--- config.mk ---
export PLATFORM = sky130hd
export DESIGN_NAME = rf_sequencer_flat
export DESIGN_NICKNAME = d
export VERILOG_FILES = /design/src/rtl/rf_sequencer_if.sv /design/src/rtl/rf_sequencer.sv /design/src/flat_wrapper.sv
export SDC_FILE = /design/constraint.sdc
export NUM_CORES = 1
export LEC_CHECK = 0
export ABC_AREA = 0
export BUFFER_PORTS_ARGS = -buffer_cell sky130_fd_sc_hd__buf_2
export CAP_MARGIN = 10
export CORE_ASPECT_RATIO = 0.9
export CORE_MARGIN = 2
export CORE_UTILIZATION = 52
export DETAILED_ROUTE_END_ITERATION = 10
export PLACE_DENSITY = 0.85
export RECOVER_POWER = 50
export SLEW_MARGIN = 0
export SYNTH_ARGS = -nofsm -noshare
export SYNTH_HDL_FRONTEND = slang
export SYNTH_SLANG_ARGS = --single-unit
--- constraint.sdc ---
create_clock -name clk -period 2.4 [get_ports clk]
set_input_delay 0.12 -clock clk [delete_from_list [all_inputs] [get_ports clk]]
set_output_delay 0.12 -clock clk [all_outputs]
set_load 0.005 [all_outputs]
--- src/rtl/rf_sequencer_if.sv ---
// rtl/rf_sequencer_if.sv - instruction-memory and register-file/ALU control bundle
//
// Purpose: groups the fetch handshake and the datapath control signals driven
// by rf_sequencer. The master side is the sequencer; the slave side is the
// memory/datapath.
// Signals:
//   imem_req/imem_addr        fetch request and address (master -> slave)
//   imem_valid/imem_data      fetch response (slave -> master)
//   rf_read_reg1/2            register file read addresses
//   rf_read_data1             read data 1, used for branch decisions
//   rf_write_reg/reg_write    write address and one-cycle write enable
//   alu_op/wb_sel/imm         ALU op, write-back source select, immediate
interface rf_sequencer_if #(
   parameter int PC_W = 4
);
   logic            imem_req;
   logic [PC_W-1:0] imem_addr;
   logic            imem_valid;
   logic [11:0]     imem_data;
   logic [1:0]      rf_read_reg1;
   logic [1:0]      rf_read_reg2;
   logic [3:0]      rf_read_data1;
   logic [1:0]      rf_write_reg;
   logic            reg_write;
   logic [1:0]      alu_op;
   logic            wb_sel;
   logic [3:0]      imm;

   modport master (
      output imem_req, imem_addr,
      input  imem_valid, imem_data,
      output rf_read_reg1, rf_read_reg2,
      input  rf_read_data1,
      output rf_write_reg, reg_write, alu_op, wb_sel, imm
   );

   modport slave (
      input  imem_req, imem_addr,
      output imem_valid, imem_data,
      input  rf_read_reg1, rf_read_reg2,
      output rf_read_data1,
      input  rf_write_reg, reg_write, alu_op, wb_sel, imm
   );
endinterface

--- src/rtl/rf_sequencer.sv ---
// rtl/rf_sequencer.sv - multi-cycle fetch/decode/execute control FSM for the mini CPU
//
// Purpose: fetches 12-bit instructions, decodes them and drives the register
// file / ALU controls. Owns the PC and a saturating retired-instruction count.
// Ports:
//   clk, rst_n    clock and asynchronous active-low reset
//   start         begin execution at PC 0 (honoured in IDLE and HALTED only)
//   bus           rf_sequencer_if master: fetch port and datapath controls
//   busy          high in FETCH/DECODE/EXEC/WB
//   halted        high in HALTED
//   illegal       one-cycle pulse in EXEC for opcodes 9..E
//   retired       completed instructions since last start, saturating
module rf_sequencer #(
   parameter int PC_W  = 4,
   parameter int CNT_W = 8
) (
   input  logic                clk,
   input  logic                rst_n,
   input  logic                start,
   rf_sequencer_if.master      bus,
   output logic                busy,
   output logic                halted,
   output logic                illegal,
   output logic [CNT_W-1:0]    retired
);

   typedef enum logic [2:0] {
      S_IDLE, S_FETCH, S_DECODE, S_EXEC, S_WB, S_HALTED
   } state_t;

   localparam logic [3:0] OP_LDI  = 4'h5;
   localparam logic [3:0] OP_MOV  = 4'h6;
   localparam logic [3:0] OP_JMP  = 4'h7;
   localparam logic [3:0] OP_BEQZ = 4'h8;
   localparam logic [3:0] OP_HALT = 4'hF;

   localparam logic [PC_W-1:0]  PC_ONE  = PC_W'(1);
   localparam logic [CNT_W-1:0] CNT_ONE = CNT_W'(1);

   state_t            state_q, state_d;
   logic [PC_W-1:0]   pc_q, pc_d;
   logic [11:0]       ir_q, ir_d;
   logic [CNT_W-1:0]  retired_q, retired_d;

   logic [3:0]        opcode;
   logic [3:0]        opcode_m1;
   logic              is_alu;
   logic              is_wb_op;
   logic              is_illegal;
   logic [PC_W-1:0]   imm_pc;
   logic [CNT_W-1:0]  retired_inc;

   assign opcode     = ir_q[11:8];
   assign opcode_m1  = opcode - 4'd1;
   assign is_alu     = (opcode >= 4'h1) && (opcode <= 4'h4);
   assign is_wb_op   = is_alu || (opcode == OP_LDI) || (opcode == OP_MOV);
   assign is_illegal = (opcode >= 4'h9) && (opcode <= 4'hE);
   assign imm_pc     = PC_W'(ir_q[3:0]);
   // Counter holds at all-ones instead of wrapping.
   assign retired_inc = (retired_q == '1) ? retired_q : retired_q + CNT_ONE;

   // State register
   always_ff @(posedge clk or negedge rst_n) begin
      if (!rst_n) begin
         state_q   <= S_IDLE;
         pc_q      <= '0;
         ir_q      <= '0;
         retired_q <= '0;
      end else begin
         state_q   <= state_d;
         pc_q      <= pc_d;
         ir_q      <= ir_d;
         retired_q <= retired_d;
      end
   end

   // Next-state logic
   always_comb begin
      state_d   = state_q;
      pc_d      = pc_q;
      ir_d      = ir_q;
      retired_d = retired_q;
      case (state_q)
         S_IDLE, S_HALTED: begin
            if (start) begin
               state_d   = S_FETCH;
               pc_d      = '0;
               retired_d = '0;
            end
         end
         S_FETCH: begin
            if (bus.imem_valid) begin
               ir_d    = bus.imem_data;
               pc_d    = pc_q + PC_ONE;
               state_d = S_DECODE;
            end
         end
         S_DECODE: state_d = S_EXEC;
         S_EXEC: begin
            if (is_wb_op) begin
               // Retirement for write-back ops is counted on leaving WB.
               state_d = S_WB;
            end else begin
               retired_d = retired_inc;
               state_d   = (opcode == OP_HALT) ? S_HALTED : S_FETCH;
               if (opcode == OP_JMP)
                  pc_d = imm_pc;
               if ((opcode == OP_BEQZ) && (bus.rf_read_data1 == 4'h0))
                  pc_d = imm_pc;
            end
         end
         S_WB: begin
            retired_d = retired_inc;
            state_d   = S_FETCH;
         end
         default: state_d = S_IDLE;
      endcase
   end

   // Outputs: datapath controls decode straight from IR; strobes from state.
   always_comb begin
      bus.imem_req     = (state_q == S_FETCH);
      bus.imem_addr    = pc_q;
      bus.rf_read_reg1 = ir_q[5:4];
      bus.rf_read_reg2 = ir_q[3:2];
      bus.rf_write_reg = ir_q[7:6];
      bus.imm          = ir_q[3:0];
      bus.alu_op       = is_alu ? opcode_m1[1:0] : 2'b00;
      bus.wb_sel       = (opcode == OP_LDI) || (opcode == OP_MOV);
      bus.reg_write    = (state_q == S_WB);
      busy             = (state_q == S_FETCH) || (state_q == S_DECODE) ||
                         (state_q == S_EXEC)  || (state_q == S_WB);
      halted           = (state_q == S_HALTED);
      illegal          = (state_q == S_EXEC) && is_illegal;
      retired          = retired_q;
   end

endmodule
--- src/flat_wrapper.sv ---
// flat-port wrapper written by rule: the top's interface ports become plain ports
module rf_sequencer_flat 
#(
   parameter int PC_W  = 4,
   parameter int CNT_W = 8
)
  (clk, rst_n, start, busy, halted, illegal, retired, bus_imem_req, bus_imem_addr, bus_imem_valid, bus_imem_data, bus_rf_read_reg1, bus_rf_read_reg2, bus_rf_read_data1, bus_rf_write_reg, bus_reg_write, bus_alu_op, bus_wb_sel, bus_imm);
  rf_sequencer_if #(.PC_W(PC_W)) bus_i ();
  input  logic clk;
  input  logic rst_n;
  input  logic start;
  output logic busy;
  output logic halted;
  output logic illegal;
  output logic [CNT_W-1:0] retired;
  output wire logic [$bits(bus_i.imem_req)-1:0] bus_imem_req;
  output wire logic [$bits(bus_i.imem_addr)-1:0] bus_imem_addr;
  input wire logic [$bits(bus_i.imem_valid)-1:0] bus_imem_valid;
  input wire logic [$bits(bus_i.imem_data)-1:0] bus_imem_data;
  output wire logic [$bits(bus_i.rf_read_reg1)-1:0] bus_rf_read_reg1;
  output wire logic [$bits(bus_i.rf_read_reg2)-1:0] bus_rf_read_reg2;
  input wire logic [$bits(bus_i.rf_read_data1)-1:0] bus_rf_read_data1;
  output wire logic [$bits(bus_i.rf_write_reg)-1:0] bus_rf_write_reg;
  output wire logic [$bits(bus_i.reg_write)-1:0] bus_reg_write;
  output wire logic [$bits(bus_i.alu_op)-1:0] bus_alu_op;
  output wire logic [$bits(bus_i.wb_sel)-1:0] bus_wb_sel;
  output wire logic [$bits(bus_i.imm)-1:0] bus_imm;
  assign bus_imem_req = bus_i.imem_req;
  assign bus_imem_addr = bus_i.imem_addr;
  assign bus_i.imem_valid = bus_imem_valid;
  assign bus_i.imem_data = bus_imem_data;
  assign bus_rf_read_reg1 = bus_i.rf_read_reg1;
  assign bus_rf_read_reg2 = bus_i.rf_read_reg2;
  assign bus_i.rf_read_data1 = bus_rf_read_data1;
  assign bus_rf_write_reg = bus_i.rf_write_reg;
  assign bus_reg_write = bus_i.reg_write;
  assign bus_alu_op = bus_i.alu_op;
  assign bus_wb_sel = bus_i.wb_sel;
  assign bus_imm = bus_i.imm;
  rf_sequencer #(.PC_W(PC_W), .CNT_W(CNT_W)) u_core (.clk(clk), .rst_n(rst_n), .start(start), .bus(bus_i), .busy(busy), .halted(halted), .illegal(illegal), .retired(retired));
endmodule
Yosys cells after proc, flatten, opt, wreduce, memory -nomap -nowiden
Cells that the tools add are included.

Flip-flop bits (word level): 27. Output and inout port bits: 30.

Add/subtract/negate cells: 3. Magnitude comparators: 4. Equal/unequal tests: 15. Mux-type cells: 16. Reduce and logical (&&, ||, !) cells: 19.

Operators by type and width (number): $mux W8 (3); $pmux W8 S3 (1); $mux W4 (5); $pmux W3 S5 (1); $eq A4 B3 Y1 const B (3); $mux W3 (4); $pmux W4 S3 (1); $add A8 B1 Y8 const B (1); $eq A4 B4 Y1 const B (2); $eq A8 B8 Y1 const B (1); $eq A3 B2 Y1 const B (2); $eq A3 B3 Y1 const B (2); $logic_or A1 B1 Y1 (6); $reduce_bool A3 Y1 (2); $reduce_and A5 Y1 (1); $add A4 B1 Y4 const B (1); $ge A4 B1 Y1 const B (1); $ge A4 B4 Y1 const B (1); $le A4 B3 Y1 const B (1); $le A4 B4 Y1 const B (1); $logic_and A1 B1 Y1 (4); $logic_not A4 Y1 (1); $ne A2 B2 Y1 const B (2); $reduce_and A2 Y1 (2); 8 further kinds (8).

Longest topological paths before layout
Gate-level depths: netlist (run 1).

Depth after elaboration: 6. Depth in mapped cells: 7. Gate-level depth less buffers: 6.

Worst setup path after synthesis (run 1)
OpenSTA, ideal clock, no wires.

Path kind: reg-to-reg. From: register u_core.ir_q[9]. To: register u_core.pc_q[1], in the netlist u_core.bus.imem_addr[1]. Setup time: 0.125 ns. Data arrival time: 1.910 ns. Slack: 0.365 ns. Cell stages (with the launch flop): 7. Buffers on the path: 0. Clock period less this slack: 2.035 ns. Path through: dfrtp_1 inv_1 ha_1 nor3b_2 o31ai_1 a211o_4 mux2_4.

Cells in the longest elaborated chain, start to end: 6.

RTL lines: from (decl) (RTL line rf_sequencer.sv:42) `logic [11:0] ir_q, ir_d;`; from (signal assigned) (RTL line rf_sequencer.sv:72) `ir_q <= ir_d;`; $ge A4 B1 Y1 / $le A4 B3 Y1 (equally long branches) (RTL line rf_sequencer.sv:55) `assign is_alu = (opcode >= 4'h1) && (opcode <= 4'h4);`; $logic_and A1 B1 Y1 (RTL line rf_sequencer.sv:55); $logic_or A1 B1 Y1 (2 in series) (RTL line rf_sequencer.sv:56) `assign is_wb_op = is_alu || (opcode == OP_LDI) || (opcode == OP_MOV);`; $ne A2 B2 Y1 (no source line); $reduce_and A5 Y1 (no source line); to (signal assigned) (RTL line rf_sequencer.sv:71) `pc_q <= pc_d;`; to (decl) (RTL line rf_sequencer.sv:41) `logic [PC_W-1:0] pc_q, pc_d;`.

Several ways; a longest one is shown, not always the timed one. The select of a mux whose other input is x is not followed. A chain may end at the register's enable or synchronous reset.

Worst setup path after layout (run 1)
From: register u_core.ir_q[8]. To: register u_core.pc_q[1], in the netlist u_core.bus.imem_addr[1].

The elaborated chain is that of the path after synthesis.

==> out/metrics.yaml, run 1 <==
sta:
  fmax_ghz: 0.465
  tightest_slew_ns: 1.41
  post-route-period-util: 0.895
  slew_viol_final: 0
  worst_slack_ns: 0.252
  setup_viol: 0
  hold_viol_final: 0
  relSlewSlack: 0.0576
  rsz0062_at_grt: "no"
  post-route-min-period_ns: 2.15
  fin_skew_ns: 0.00207
  tns_ns: 0
yosys:
  async_reset_ff_frac: 1.00
  syn_inst: 175
  synth_edf_count: 0
  syn_nets: 202
  synthFlopType: "dfrtp_1"
  ys_seq_area_frac: 0.376
  synth_cell_type_count: 53
  syn_avg_cell_area_um2: 10.3
  netlist_area_um2: 1800
  ys_warn_count: 0
  ys_ff_latch: 27
power:
  power.density_nw_per_um2: 1240
  leakage_nw: 0.961
  peakVddDrop_mv: 0.897
die:
  num_io_pins: 50
  die_w_um: 65.9
  die_area_um2: 3940
  rows: 20
  initial_utilization: 0.535
  core_area_um2: 3350
  die_h_um: 59.7
route:
  ant_nets: 0
  drtPass1Iterations: 4
  drt_iter0_markers: 57
  vias: 1462
  wl_mm: 3.64
  drc: 0
  wire_per_inst_um: 14.0
  vias_per_cell: 5.62
global_routing:
  overflow: 0
  grt_pass1_vias: 1374
  grt_max_degree: 28
  antenna_found_initial: 0
  gr-usage-all-layers: 0.201
  grt_pass1_wl_mm: 6.11
critical_path:
  arrival_ns: 2.32
  crit_required_ns: 2.57
  end_kind: "flip-flop"
  cp-start-kind: "flip-flop"
  worst-path-max-fanout: 5
  crit_type: "flip-flop to flip-flop"
clocking:
  cts_setup_buffers: 0
  cts_resized: 0
  clock_latency_ns: 0.28
  clock_sinks: 27
  path_clk_slew_ns: 0.10
  h-tree-depth: 1
  cts_buffers: 3
  root_buffer: "clkbuf_8"
  clockBufferDepth: 2
  cts_tree: "yes"
  cts_hold_buffers: 1
outcome:
  status: "finished, final reports clean"
finish:
  nets: 244
  diodes: 0
  area_growth_pct: 14.8
  drive_above_1_share: 0.278
min_path:
  hold_class: "input pin to flip-flop"
placed_design:
  dp_worst_setup_slack_ns: 0.260
  port_buffers: 49
  gp_congestion: 0.837
  dpl.hpwl_mm: 2.73
flow_run:
  cap_violations: 0
==> state kept, by name, indices dropped and copies added (netlist names) <==
signal	flops
u_core.ir_q	12
u_core.retired	8
u_core.state_q	3
u_core.bus.imem_addr	4
==> cell families after synthesis <==
logic type,after synthesis,share of synthesized area
simple gates,60,0.221
compound gates,38,0.158
flops,27,0.376
buf+inv,24,0.0780
mux,18,0.113
fa+ha+maj,7,0.0488
xor+xnor,1,0.00488
==> per-stage QoR <==
step                cells  cell area (um^2)  total power (W)  hold WS (ns)  utilization
global placement      255              2020          0.00227         0.166        0.601
CTS                   260              2070          0.00259        0.0468        0.619
global route          260              2060          0.00280        0.0489        0.615
floorplan             175              1800          0.00198        -0.176            -
detailed placement    255              2020          0.00232         0.164        0.601
finish                260              2060          0.00256        0.0501        0.615
==> metal layers <==
layer	GRT usage	wire length [um]
met3	0.0546	129
met1	0.267	1690
met4	0.0612	24
met5	0	0
met2	0.325	1790
==> synthesized netlist by cell type, types with 2 or more instances <==
library cell,n,area [um^2]
and2_1,2,12.5
o21bai_1,3,22.5
and3_1,3,18.8
clkbuf_1,3,11.3
o21ai_1,3,15.0
nor4_1,5,31.3
nand3b_1,2,15.0
mux2i_1,6,60.1
nand2b_1,2,12.5
nand2_1,10,37.5
o21ai_0,7,35.0
o211ai_1,2,15.0
nor2b_1,5,31.3
nor3b_2,2,25.0
mux2_1,10,113
ha_1,7,87.6
a22oi_1,3,22.5
and3b_1,3,26.3
mux2_4,2,30.0
nor3_1,2,10.0
buf_2,4,20.0
dfrtp_1,27,676
buf_4,10,75.1
o41ai_1,3,26.3
a31oi_1,3,18.8
nor2_1,7,26.3
inv_1,5,18.8
o31ai_1,3,22.5
nand3_1,6,30.0
o22ai_1,2,12.5
==> critical path, stage by stage (launching register included) <==
cell,delay (ns)
dfrtp_1,0.43
inv_1,0.12
ha_1,0.26
nor4b_4,0.38
o31ai_1,0.17
a211o_4,0.38
mux2_4,0.30
==> power by group <==
part | internal [W] | switching [W] | total, W
Combinational | 0.000697 | 0.000731 | 0.00143
Clock | 0.000118 | 0.000153 | 0.000271
Sequential | 0.000627 | 0.000238 | 0.000864
Total | 0.00144 | 0.00112 | 0.00256
==> area by class of cell <==
type / count / area (um^2)
fillers: 306 / 1290
multi-input cells: 124 / 980
flip-flops and latches: 27 / 676
repair buffers: 55 / 279
well taps: 44 / 55.1
clock buffers: 3 / 41.3
inverters: 6 / 22.5
clock inverters: 1 / 7.51
==> path summary, 6_finish.rpt <==
kind                                  startpoint                 endpoint  slack [ns]  cells after the start
worst max-delay path              u_core.ir_q[8]  u_core.bus.imem_addr[1]        0.25                      6
max in group asynchronous                  rst_n           u_core.ir_q[5]        0.86                      2
worst min-delay path            bus_imem_data[7]           u_core.ir_q[7]        0.05                      2
min in group asynchronous                  rst_n           u_core.ir_q[2]        0.71                      2
worst max register to register    u_core.ir_q[8]  u_core.bus.imem_addr[1]        0.25                      6
worst min register to register    u_core.ir_q[7]           u_core.ir_q[7]        0.49                      1
==> cells in the final DEF (no fill, tap or decap), types with 6 or more instances in the layout <==
cell type  Yosys  final
nor2_1         7      7
o21ai_0        7      7
ha_1           7      7
mux2_1        10     10
nand2_1       10     10
buf_2          4     38
nand3_1        6      6
dfrtp_1       27     27
clkbuf_1       3     11
mux2i_1        6      6
No activity file was read; power rests on OpenSTA's default activity.
==> inputs of run 2 (changes only) <==
PLACE_DENSITY = 0.82   (was 0.85)
RECOVER_POWER = default   (was 50)
==> out/metrics.yaml, run 2 (synthesis results as in run 1) <==
outcome:
  status: "finished, final reports clean"
finish:
  drive_above_1_share: 0.324
  diodes: 0
  mostFrequentLayoutCells: "buf_2, dfrtp_1, nand2_1, mux2_1"
  largest_reg_flops: 12
  nets: 244
  utilization: 0.618
  largest-register: "u_core.ir_q"
  area_growth_pct: 15.3
  fillers: 308
  final_common_cell: "buf_2"
route:
  wl_mm: 3.71
  drtPass1Iterations: 4
  wire_per_inst_um: 14.3
  vias: 1476
  drt_iter0_markers: 80
  vias_per_cell: 5.68
  drc: 0
  ant_nets: 0
sta:
  hold_viol_final: 0
  fin_skew_ns: 0.00868
  tns_ns: 0
  post-route-min-period_ns: 2.12
  rsz0062_at_grt: "no"
  post-route-period-util: 0.884
  relSlewSlack: 0.580
  fmax_ghz: 0.471
  tightest_slew_ns: 0.621
  slew_viol_final: 0
  setup_viol: 0
clocking:
  clock_latency_ns: 0.28
  clockBufferDepth: 2
  h-tree-depth: 1
  cts_resized: 0
  cts_tree: "yes"
  cts_buffers: 3
  clock_sinks: 27
  root_buffer: "clkbuf_8"
  path_clk_slew_ns: 0.09
die:
  die_w_um: 65.9
  initial_utilization: 0.535
  die_h_um: 59.7
  core_area_um2: 3350
  rows: 20
  die_area_um2: 3940
  num_io_pins: 50
critical_path:
  end_kind: "flip-flop"
  crit_required_ns: 2.58
  worst-path-max-fanout: 5
  arrival_ns: 2.30
  cp_slowest_cell: "dfrtp_1"
  cp-start-kind: "flip-flop"
  max_stage_delay_ns: 0.42
  crit_path_cell_trace: "inv_1 -> ha_1 -> nor4b_4 -> o31ai_1 -> a211o_4 -> mux2_4"
  crit_type: "flip-flop to flip-flop"
power:
  peakVddDrop_mv: 0.669
  leakage_nw: 0.995
  power.density_nw_per_um2: 1250
min_path:
  hold_class: "input pin to flip-flop"
global_routing:
  antenna_found_initial: 0
  overflow: 0
  gr-usage-all-layers: 0.206
  grt_pass1_wl_mm: 6.32
  grt_max_degree: 28
  grt_pass1_vias: 1398
flow_run:
  cap_violations: 0
placed_design:
  port_buffers: 49
  dpl.hpwl_mm: 2.79
  gp_congestion: 0.881
-- run 2: changes by cell type in the layout (fill, tap and decap cells not counted) --
| cell | before | now |
|---|---|---|
| buf_2 | 38 | 49 |
| clkbuf_1 | 11 | 1 |
| clkinvlp_4 | 1 | 0 |
-- run 2: timing repair --
action	CTS	global route
endpoints found under the setup margin	0	0
hold endpoints to repair	27	0
buffers inserted	0	0
hold buffers	1	0
-- run 2: critical path, delay by kind of cell, from the launching register on --
kind	cells	cell delay, ns
AO/OA/AOI/OAI	2	0.56
flip-flops	1	0.42
AND/OR/NAND/NOR	1	0.37
multiplexers	1	0.30
adder cells (fa/ha/maj)	1	0.26
buffers and inverters	1	0.12
-- run 2: path summary, 6_finish.rpt --
check / startpoint / endpoint / slack, ns / cells past startpoint
max in group asynchronous: rst_n / u_core.ir_q[0] / 1.64 / 2
min in group asynchronous: rst_n / u_core.retired[3] / 0.37 / 2
hold reg to reg: u_core.ir_q[7] / u_core.ir_q[7] / 0.49 / 1
setup / recovery: u_core.ir_q[8] / u_core.bus.imem_addr[1] / 0.28 / 6
hold / removal: bus_imem_data[1] / u_core.ir_q[1] / 0.05 / 2
setup reg to reg: u_core.ir_q[8] / u_core.bus.imem_addr[1] / 0.28 / 6
-- run 2: power breakdown --
group	leakage, nW	internal (W)	switching, W
registers	0.341	0.000627	0.000218
clock network	0.0228	0.000119	0.000140
logic	0.631	0.000718	0.000756
-- run 2: cell type report --
class	instances	area [um^2]	area share
timing repair buffer	55	293	0.141
inverter	6	22.5	0.0109
sequential	27	676	0.326
clock buffer	4	45.0	0.0218
tap	44	55.1	0.0266
multi-input combinational	124	980	0.473
-- run 2: per-stage QoR --
stage	power [W]	worst slack, ns	instances	hold WS, ns	instance area (um^2)
detailed placement	0.00231	0.276	255	0.167	2020
CTS	0.00258	0.266	260	0.0477	2070
finish	0.00258	0.277	260	0.0463	2070
global route	0.00281	0.136	260	0.0452	2070
global placement	0.00227	0.329	255	0.160	2020
floorplan	0.00198	0.365	175	-0.176	1800
-- run 2: per-layer routing --
layer  vias to the layer above  global-route usage  part of all wire
met5                         -                   0                 0
met3                         5              0.0452             0.048
met4                         0              0.0583            0.0097
met2                        43               0.332              0.46
met1                       704               0.283              0.48
li1                        724                   -                 -
==> inputs of run 3 (changes only) <==
CORE_UTILIZATION = 47   (was 52)
PLACE_DENSITY = 0.78   (was 0.82)
clock period = 1.8 ns   (was 2.4 ns; I/O delays follow)
==> out/metrics.yaml, run 3 (synthesis results as in run 1) <==
critical_path:
  end_kind: "flip-flop"
  critPathTopFamily: "compound AO/OA/AOI/OAI gates"
  crit_required_ns: 1.97
  max_stage_delay_ns: 0.43
  worst-path-max-fanout: 4
  crit_buf_inv: 1
  arrival_ns: 2.13
  cp_slowest_cell: "dfrtp_2"
  cp-start-kind: "flip-flop"
  crit_type: "flip-flop to flip-flop"
  crit_path_cell_trace: "inv_4 -> ha_4 -> nor4b_4 -> o31ai_2 -> a211o_4 -> mux2_4"
clocking:
  root_buffer: "clkbuf_8"
  clockBufferDepth: 2
  cts_buffers: 3
  cts_tree: "yes"
  clock_latency_ns: 0.28
  clock_sinks: 27
  h-tree-depth: 1
  path_clk_slew_ns: 0.10
global_routing:
  overflow: 0
  grt_max_degree: 28
  gr-usage-all-layers: 0.214
  grt_pass1_wl_mm: 7.65
  antenna_found_initial: 0
  grt_pass1_vias: 1640
placed_design:
  dpl.hpwl_mm: 3.18
  post_dp_cell_area_um2: 2310
  dp_cells: 287
  gp_congestion: 0.855
  dp_worst_setup_slack_ns: -0.149
  port_buffers: 49
finish:
  finalNonFillerCells: 295
  diodes: 0
  nets: 277
  largest-register: "u_core.ir_q"
  mostFrequentLayoutCells: "buf_2, buf_4, dfrtp_1"
  fin_area_um2: 2590
  drive_above_1_share: 0.498
  final_common_cell: "buf_2"
  area_growth_pct: 44.0
  largest_reg_flops: 12
die:
  rows: 21
  die_w_um: 69.2
  num_io_pins: 50
  core_area_um2: 3680
  die_h_um: 62.6
  initial_utilization: 0.488
  die_area_um2: 4330
sta:
  hold_viol_final: 0
  tightest_slew_ns: 0.606
  rsz0062_at_grt: "yes"
  post-route-period-util: 1.09
  post-route-min-period_ns: 1.97
  fmax_ghz: 0.509
  setup_viol: 13
  slew_viol_final: 0
  relSlewSlack: 0.596
  worst_slack_ns: -0.166
  fin_skew_ns: 0.00511
  hold_slack_ns: 0.0164
route:
  vias: 1664
  vias_per_cell: 5.64
  ant_nets: 0
  drc: 0
  wire_per_inst_um: 15.6
  wl_mm: 4.62
  drt_iter0_markers: 126
  drtPass1Iterations: 4
power:
  leakage_nw: 1.21
  peakVddDrop_mv: 1.09
  power.density_nw_per_um2: 1740
  total_power_w: 0.00451
flow_run:
  cap_violations: 0
min_path:
  hold_class: "input pin to flip-flop"
outcome:
  violations: "setup timing"
  status: "finished with violations"
==> run 3: final timing paths <==
kind / end / from / depth (start not counted) / slack [ns]
setup reg to reg: u_core.bus.imem_addr[1] / u_core.ir_q[8] / 6 / -0.17
hold / removal: u_core.ir_q[7] / bus_imem_data[7] / 2 / 0.02
min in group asynchronous: u_core.retired[1] / rst_n / 2 / 0.35
setup / recovery: u_core.bus.imem_addr[1] / u_core.ir_q[8] / 6 / -0.17
max in group asynchronous: u_core.ir_q[8] / rst_n / 2 / 1.02
hold reg to reg: u_core.ir_q[7] / u_core.ir_q[7] / 1 / 0.49
==> run 3: area by class of cell <==
type	count	area (um^2)
clock buffers	4	45.0
fillers	276	1090
inverters	6	27.5
multi-input cells	124	1210
flip-flops and latches	27	678
well taps	46	57.6
repair buffers	88	566
==> run 3: per-stage QoR <==
stage / utilization / setup TNS [ns]
floorplan: - / -0.232
global placement: 0.628 / -0.906
detailed placement: 0.628 / -1.31
CTS: 0.670 / -0.892
global route: 0.703 / -1.96
finish: 0.703 / -0.873
==> run 3: power by group <==
group          internal (W)  switching, W
Sequential         0.000842      0.000240
Clock              0.000159      0.000198
Combinational       0.00159       0.00149
Total               0.00259       0.00192
==> run 3: layer usage <==
| layer | track usage | wire length, um |
|---|---|---|
| met1 | 0.298 | 2200 |
| met3 | 0.0274 | 180 |
| met2 | 0.349 | 2170 |
| met4 | 0.0662 | 64 |
| met5 | 0 | 0 |
==> run 3: timing repair <==
| action | in CTS | in global routing |
|---|---|---|
| pin swaps | 4 | 5 |
| endpoints found under the setup margin | 12 | 16 |
| gates resized for setup | 15 | 18 |
| setup buffers | 1 | 1 |
| cloned | 0 | 1 |
| endpoints found under the hold margin | 27 | 0 |
| hold buffers | 1 | 0 |
